<file path="src/rtl/seg7_scan_ctrl.sv">
// Time-multiplexed 7-segment scanner. It has a programmable slot length, guard
// blanking at the start of each slot and a per-frame snapshot of the display data.
// It also provides leading-zero suppression, global blanking and selectable output polarity.
module seg7_scan_ctrl #(
  parameter int unsigned NUM_DIGITS     = 8,
  parameter int unsigned DIV_WIDTH      = 16,
  parameter int unsigned GUARD_CYCLES   = 1,
  parameter bit          SEG_ACTIVE_LOW = 1'b0,
  parameter bit          SEL_ACTIVE_LOW = 1'b0
) (
  input  logic                    clk,
  input  logic                    rst_n,
  input  logic [4*NUM_DIGITS-1:0] digits,
  input  logic [NUM_DIGITS-1:0]   dp_en,
  input  logic                    blank_en,
  input  logic                    lz_suppress,
  input  logic [DIV_WIDTH-1:0]    div_limit,
  output logic [NUM_DIGITS-1:0]   select,
  output logic [7:0]              seg,
  output logic                    frame_done
);

  localparam int unsigned            PosW     = (NUM_DIGITS > 1) ? $clog2(NUM_DIGITS) : 1;
  localparam logic [PosW-1:0]        LastPos  = PosW'(NUM_DIGITS - 1);
  localparam logic [DIV_WIDTH:0]     GuardVal = (DIV_WIDTH + 1)'(GUARD_CYCLES);
  localparam logic [7:0]             SegMask  = {8{SEG_ACTIVE_LOW}};
  localparam logic [NUM_DIGITS-1:0]  SelMask  = {NUM_DIGITS{SEL_ACTIVE_LOW}};

  // Hex nibble to {A..G, DP}; DP is always 0 here and merged in separately.
  function automatic logic [7:0] seg7_decode(input logic [3:0] nib);
    case (nib)
      4'h0:    return 8'hFC;
      4'h1:    return 8'h60;
      4'h2:    return 8'hDA;
      4'h3:    return 8'hF2;
      4'h4:    return 8'h66;
      4'h5:    return 8'hB6;
      4'h6:    return 8'hBE;
      4'h7:    return 8'hE0;
      4'h8:    return 8'hFE;
      4'h9:    return 8'hF6;
      4'hA:    return 8'hEE;
      4'hB:    return 8'h3E;
      4'hC:    return 8'h9C;
      4'hD:    return 8'h7A;
      4'hE:    return 8'h9E;
      default: return 8'h8E;
    endcase
  endfunction

  logic [DIV_WIDTH-1:0]    cnt_q, cnt_d;
  logic [PosW-1:0]         pos_q, pos_d;
  logic [4*NUM_DIGITS-1:0] shadow_digits_q, shadow_digits_d;
  logic [NUM_DIGITS-1:0]   shadow_dp_q, shadow_dp_d;
  logic                    load_pending_q, load_pending_d;
  logic [NUM_DIGITS-1:0]   select_q, select_d;
  logic [7:0]              seg_q, seg_d;
  logic                    frame_done_q, frame_done_d;

  logic                    tick, wrap;
  logic [NUM_DIGITS-1:0]   lz_zero;
  logic [3:0]              cur_nib;
  logic [7:0]              seg_ag;
  logic                    suppress, lit;
  logic [NUM_DIGITS-1:0]   sel_raw;
  logic [7:0]              seg_raw;

  // Prescaler, scan position and frame-coherent snapshot.
  always_comb begin
    // >= so that shrinking div_limit mid-slot ends the slot on the next clock.
    tick            = (cnt_q >= div_limit);
    wrap            = tick && (pos_q == LastPos);
    cnt_d           = tick ? '0 : cnt_q + 1'b1;
    pos_d           = pos_q;
    if (tick) pos_d = wrap ? '0 : pos_q + 1'b1;
    shadow_digits_d = shadow_digits_q;
    shadow_dp_d     = shadow_dp_q;
    if (wrap || load_pending_q) begin
      shadow_digits_d = digits;
      shadow_dp_d     = dp_en;
    end
    load_pending_d  = 1'b0;
    frame_done_d    = wrap;
  end

  // Segment/select generation for the current slot, polarity applied last.
  always_comb begin
    lz_zero = '0;
    begin : lz_scan
      logic acc;
      acc = 1'b1;
      for (int i = int'(NUM_DIGITS) - 1; i >= 0; i--) begin
        acc        = acc && (shadow_digits_q[4*i +: 4] == 4'h0);
        lz_zero[i] = acc;
      end
    end
    cur_nib  = shadow_digits_q[{pos_q, 2'b00} +: 4];
    seg_ag   = seg7_decode(cur_nib);
    suppress = lz_suppress && (pos_q != '0) && lz_zero[pos_q];
    lit      = ({1'b0, cnt_q} >= GuardVal) && !blank_en;
    seg_raw  = {(suppress ? 7'b0 : seg_ag[7:1]), shadow_dp_q[pos_q]};
    sel_raw  = '0;
    sel_raw[pos_q] = 1'b1;
    if (!lit) begin
      sel_raw = '0;
      seg_raw = '0;
    end
    select_d = sel_raw ^ SelMask;
    seg_d    = seg_raw ^ SegMask;
  end

  // State and output registers with synchronous reset.
  always_ff @(posedge clk) begin
    if (!rst_n) begin
      cnt_q           <= '0;
      pos_q           <= '0;
      shadow_digits_q <= '0;
      shadow_dp_q     <= '0;
      load_pending_q  <= 1'b1;
      select_q        <= SelMask;
      seg_q           <= SegMask;
      frame_done_q    <= 1'b0;
    end else begin
      cnt_q           <= cnt_d;
      pos_q           <= pos_d;
      shadow_digits_q <= shadow_digits_d;
      shadow_dp_q     <= shadow_dp_d;
      load_pending_q  <= load_pending_d;
      select_q        <= select_d;
      seg_q           <= seg_d;
      frame_done_q    <= frame_done_d;
    end
  end

  assign select     = select_q;
  assign seg        = seg_q;
  assign frame_done = frame_done_q;

endmodule

</file>
<file path="config.mk">
export PLATFORM = sky130hd
export DESIGN_NAME = seg7_scan_ctrl
export DESIGN_NICKNAME = d
export VERILOG_FILES = /design/src/rtl/seg7_scan_ctrl.sv
export SDC_FILE = /design/constraint.sdc
export NUM_CORES = 1
export LEC_CHECK = 0
export ABC_AREA = 1
export CAP_MARGIN = 40
export CORE_MARGIN = 5
export CORE_UTILIZATION = 40
export DETAILED_ROUTE_END_ITERATION = 12
export PLACE_DENSITY = 0.62
export SYNTH_ARGS = -nofsm -noshare
export SYNTH_HDL_FRONTEND = slang
export SYNTH_SLANG_ARGS = --single-unit
</file>
<file path="constraint.sdc">
create_clock -name clk -period 2.13 [get_ports clk]
set_clock_uncertainty 0.15 [all_clocks]
set_input_delay 0.426 -clock clk [delete_from_list [all_inputs] [get_ports clk]]
set_output_delay 0.426 -clock clk [all_outputs]
set_load 0.02 [all_outputs]
</file>
==> impl_metrics.toml, run 1 <==
[cts]
cts_hold_buf = 0
cts_buffer_depth = 2
cts_tree = "yes"
cts_sinks = 77
h-tree-depth = 3
clockRootBuffer = "clkbuf_16"
clk_pin_slew_ps = 60
numCtsBuffers = 9
insertion_delay_ps = 340

[floorplanning]
initial_utilization_pct = 40.4
fp.coreArea_um2 = 11300
dieWidth_um = 117
die_h_um = 117
placementRows = 39
die-area_um2 = 13600
ios = 77

[grt]
grt_pass1_wl_um = 21500
antenna_found_initial = 0
grt_max_degree = 63
grt_pass1_vias = 4667
grt-ovfl-total = 0
track_usage_pct = 20.0

[synth]
ys_seq_area_share_pct = 33.9
postSynthCellCount = 639
synth_cell_types = 41
syn_area_um2 = 4550
synth-main-ff-cell = "dfxtp_1"
synth_edf_count = 0
yosysWarnings = 0
synth_seq_cells = 77
async_flop_share_pct = 0
syn_nets = 728
synth_area_per_cell_um2 = 7.13

[detailed_routing]
wl_um = 13600
ant_nets = 0
vias_per_cell = 4.99
dr.pass1.iters = 4
wl_per_cell_um = 14.7
drc = 0
vias = 4643
drt_first_iter_violations = 216

[finish]
layout-drive-gt1-share_pct = 33.4
nNetsFinal = 873
fin_cells = 931
final_cell_mix = "nand2_1 (111), nor2_1 (78), inv_1 (76), dfxtp_1 (64), clkdlybuf4s50_1 (60)"
area_growth_pct = 53.2
final_core_util_pct = 61.9
diodes = 0
layout_commonest_cell = "nand2_1"

[worst_setup_path]
slowest_stage = "dfxtp_4"
slowest_delay_ps = 370
worstSetupStartpointType = "flop"
arrival_ps = 2230
cp-end-kind = "flop"
crit_chain = "buf_6, nand2_2, inv_2, a221oi_2, nand4_1, buf_6, buf_12, ha_4, nor2_4, inv_2, nand2_1, nand2_1, a21oi_2"
critPathMaxFanout = 4
critPathRequiredTime_ps = 2250
crit_type = "flop to flop"

[place]
dp_slack_ps = -665
gp_congestion = 0.932
io_buffers = 76
dpl.cell_count = 889
hpwlAfterDp_um = 9330

[timing]
post-route-period-util_pct = 98.9
layout_min_cycle_time_ps = 2110
rsz0062_at_grt = "yes"
setup_ws_ps = 22.7
fmax_mhz = 475
max-slew-margin-rel_pct = 69.9
finalHoldViolCount = 0
drv_slew = 0
whs_ps = 371
setup_viol = 0
worstMarginPinSlew_ps = 451

[power]
power_w = 0.00364
ir_worst_vdd_v = 0.000414
power.density_nw_per_um2 = 521
p_leak_nw = 3.16

[hold_path]
hold_class = "flop to flop"

[status]
status = "finished, final reports clean"

[job]
maxCapViolCount = 0
-- where the power goes --
part           internal [W]  total (W)  switching (W)
Combinational      0.000306   0.000653       0.000347
Sequential          0.00151    0.00154      0.0000335
Clock              0.000876    0.00144       0.000564
Total               0.00269    0.00364       0.000944
-- cells in the mapped netlist (8+ instances only) --
library cell | n | area share, %
o22ai_1 | 10 | 1.4
a21oi_1 | 57 | 6.3
nand4_1 | 15 | 2.1
buf_6 | 8 | 2.0
inv_1 | 92 | 7.6
nand3_2 | 31 | 6.8
nand2_1 | 130 | 11
ha_1 | 29 | 8.0
dfxtp_1 | 77 | 34
nand3_1 | 27 | 3.0
o21ai_0 | 10 | 1.1
nor2_1 | 82 | 6.8
-- cells by family after synthesis --
kind of cell	Yosys count	synth area share [%]
compound gates	86	10.2
simple gates	317	35.1
flops	77	33.9
xor+xnor	4	0.769
fa+ha+maj	29	7.97
buf+inv	126	12.1
-- routing by layer --
layer  share of wire (%)  track usage (%)  up-vias
met3                 4.3             4.46       38
met5                   0                0        -
met1                  43             24.3     2159
met4                 4.0             8.79        0
met2                  49             34.0      109
li1                    -                -     2337
-- final timing paths --
kind,from,to,slack [ps],cells past startpoint
max reg2reg,pos_q[0]$_SDFFE_PN0N_,seg[2]$_SDFF_PP0_,20,13
max,pos_q[0]$_SDFFE_PN0N_,seg[2]$_SDFF_PP0_,20,13
min,cnt_q[9]$_SDFF_PP0_,cnt_q[9]$_SDFF_PP0_,370,2
min reg2reg,cnt_q[9]$_SDFF_PP0_,cnt_q[9]$_SDFF_PP0_,370,2
-- cell type report --
cell class              instances  area, um2
clock buffers                  14        274
repair buffers                158       1590
inverters                     101        394
fillers                      1009       4300
multi-input cells             437       2970
clock inverters                 1       5.00
well taps                     143        179
flip-flops and latches         77       1570
-- registers in the layout, indices dropped and copies added (netlist names) --
name / flops
shadow_digits_q: 32
cnt_q: 16
seg: 8
select: 8
shadow_dp_q: 8
pos_q: 3
frame_done: 1
load_pending_q: 1
-- per-stage QoR --
stage	instance area, um2	setup TNS, ps
global placement	5790	-31420
global route	6970	-1640
floorplan	4560	0
CTS	6600	0
detailed placement	5790	-33440
finish	6970	0
-- critical path: cells and delay by family (launching register included) --
family / cells / cell delay, ps
compound gates: 2 / 410
buf+inv: 5 / 520
simple gates: 5 / 440
flops: 1 / 370
fa+ha+maj: 1 / 160
-- timing repair --
item                                    4_1_cts  5_1_grt
gates cloned                                  7        0
buffers inserted                             13        9
pin swaps                                    22       38
endpoints found under the setup margin       60       43
resized for setup                            79       96
Note: power is estimated with default switching activity, not from simulation.
==> run 2, diff against run 1 <==
--- a/config.mk
+++ b/config.mk
@@ -10,5 +10,6 @@
 export CORE_MARGIN = 5
-export CORE_UTILIZATION = 40
+export CORE_UTILIZATION = 39
 export DETAILED_ROUTE_END_ITERATION = 12
-export PLACE_DENSITY = 0.62
+export HOLD_SLACK_MARGIN = 0.03
+export PLACE_DENSITY = 0.61
 export SYNTH_ARGS = -nofsm -noshare
--- a/constraint.sdc
+++ b/constraint.sdc
@@ -4,2 +4,2 @@
 set_output_delay 0.426 -clock clk [all_outputs]
-set_load 0.02 [all_outputs]
+set_load 0.005 [all_outputs]
==> run 2 against run 1 <==
  * The flow now finishes with violations (negative setup slack)
  * Sequential power about the same
  * Sequential share of layout area about the same
  * Fmax decreased by 1.8%
  * Combinational power about the same
  * Power increased by 1.3%
  * Sequential cell count unchanged
  * Count of clock-buffer cells in the layout increased by 2
  * Routed wire length decreased by 3.4%
  * Worst hold slack got worse by 1.4 ps
==> impl_metrics.toml, run 2 (synthesis gave the netlist of run 1 again) <==
[timing]
fmax_mhz = 466
fin_tns_setup_ps = -14.9
post-route-period-util_pct = 101
max-slew-margin-rel_pct = 62.6
rsz0062_at_grt = "yes"
drv_slew = 0
setup_ws_ps = -14.9
layout_min_cycle_time_ps = 2140
worstMarginPinSlew_ps = 559
finalHoldViolCount = 0
setup_viol = 1

[grt]
track_usage_pct = 18.3
grt_max_degree = 34
grt_pass1_vias = 4493
antenna_found_initial = 0
grt_pass1_wl_um = 21300
grt-ovfl-total = 0

[detailed_routing]
route.met2.wl_um = 6680
m1WireLength_um = 5670
dr.pass1.iters = 5
route.met3.wl_um = 553
drt_first_iter_violations = 316
drc = 0
top_layer = "met4"
ant_nets = 0
wl_um = 13200
vias = 4484
wl_per_cell_um = 14.4
vias_per_cell = 4.88

[place]
hpwlAfterDp_um = 9200
io_buffers = 76
gp_congestion = 0.905
dpl.cell_count = 885

[power]
power_w = 0.00368
ir_worst_vdd_v = 0.000558
p_leak_nw = 3.12
power.density_nw_per_um2 = 530

[finish]
largest_register_ffs = 32
final_core_util_pct = 60.8
nNetsFinal = 859
final_cell_mix = "nand2_1 (111), nor2_1 (79), inv_1 (75), dfxtp_1 (67), clkdlybuf4s50_1 (60)"
diodes = 0
reg.largest.list = "shadow_digits_q x32, cnt_q x16"
fin_cells = 918
layout_commonest_cell = "nand2_1"
area_growth_pct = 52.6
top_register = "shadow_digits_q"
layout-drive-gt1-share_pct = 32.1

[worst_setup_path]
worst-path-buf-inv = 4
slowest_delay_ps = 360
critPathMaxFanout = 5
worst-r2r-cell-count = 14
crit_type = "flop to flop"
critPathTopFamily = "simple AND/OR/NAND/NOR gates"
r2r_start = "pos_q[1]$_SDFFE_PN0N_"
worstSetupStartpointType = "flop"
cp-end-kind = "flop"
slowest_stage = "dfxtp_4"
ff2ff_setup_slack_ps = -10
reg2reg_to = "seg[3]$_SDFF_PP0_"
critPathRequiredTime_ps = 2200
crit_chain = "buf_6, nor2_4, nand2_2, o22ai_1, a221oi_4, nand4_1, buf_6, inv_8, buf_4, ha_1, nor2_1, nand2_1, nand2_1, nor2_1"
arrival_ps = 2220

[cts]
cts_hold_buf = 0
cts_sinks = 77
cts_tree = "yes"
cts_buffer_depth = 2
clockRootBuffer = "clkbuf_16"
h-tree-depth = 3
numCtsBuffers = 9
insertion_delay_ps = 340
clk_pin_slew_ps = 60

[floorplanning]
die-area_um2 = 13900
fp.coreArea_um2 = 11400
initial_utilization_pct = 39.9
die_h_um = 118
dieWidth_um = 118
placementRows = 39
ios = 77

[job]
maxCapViolCount = 0

[status]
violations = "negative setup slack"
status = "finished, violations left"

[hold_path]
min_to = "cnt_q[9]$_SDFF_PP0_"
hold_class = "flop to flop"
worstHoldStart = "cnt_q[9]$_SDFF_PP0_"
hold_depth = 2
==> run 2: worst min-delay path: cells and delay by family, from the launching register on <==
| family | cells | cell delay (ps) |
|---|---|---|
| flops | 1 | 350 |
| simple gates | 1 | 70 |
| compound gates | 1 | 50 |
==> run 2: stage by stage <==
step | cell area, um2 | hold slack [ps] | setup slack, ps
4_1_cts | 6470 | 367 | 1.39
6_report | 6950 | 369 | -14.9
5_1_grt | 6950 | 387 | -149
2_1_floorplan | 4560 | 295 | 6.19
3_3_place_gp | 5790 | 361 | -591
3_5_place_dp | 5790 | 373 | -630
==> run 2: cell type report <==
cell class	count	area [um2]
multi-input combinational	437	3070
inverter	101	397
clock buffer	16	292
timing repair buffer	144	1450
tap	143	179
fill	986	4470
sequential	77	1560
==> run 2: worst max path at each step <==
stage	start	to	cells after the start
global route	pos_q[2]$_SDFFE_PN0N_	seg[3]$_SDFF_PP0_	14
global placement	div_limit[3]	shadow_digits_q[19]$_SDFFE_PN0P_	13
finish	pos_q[1]$_SDFFE_PN0N_	seg[3]$_SDFF_PP0_	14
detailed placement	div_limit[3]	shadow_dp_q[2]$_SDFFE_PN0P_	13
floorplan	pos_q[1]$_SDFFE_PN0N_	seg[6]$_SDFF_PP0_	12
CTS	pos_q[0]$_SDFFE_PN0N_	seg[3]$_SDFF_PP0_	15
==> run 2: layer usage <==
layer	up-vias	track usage [%]
li1	2310	-
met1	2046	22.8
met2	106	31.3
met3	22	3.99
met4	0	6.31
met5	-	0
==> run 2: report_power, final <==
| part | total (W) | switching (W) | internal (W) |
|---|---|---|---|
| Clock | 0.00149 | 0.000569 | 0.000919 |
| Sequential | 0.00154 | 0.0000333 | 0.00151 |
| Combinational | 0.000652 | 0.000339 | 0.000313 |
| Total | 0.00368 | 0.000941 | 0.00274 |
==> run 2: timing repair <==
item	CTS	global route
setup buffers	9	8
gates cloned	4	1
gates resized for setup	73	107
endpoints found under the setup margin	66	46
pin swaps	32	40
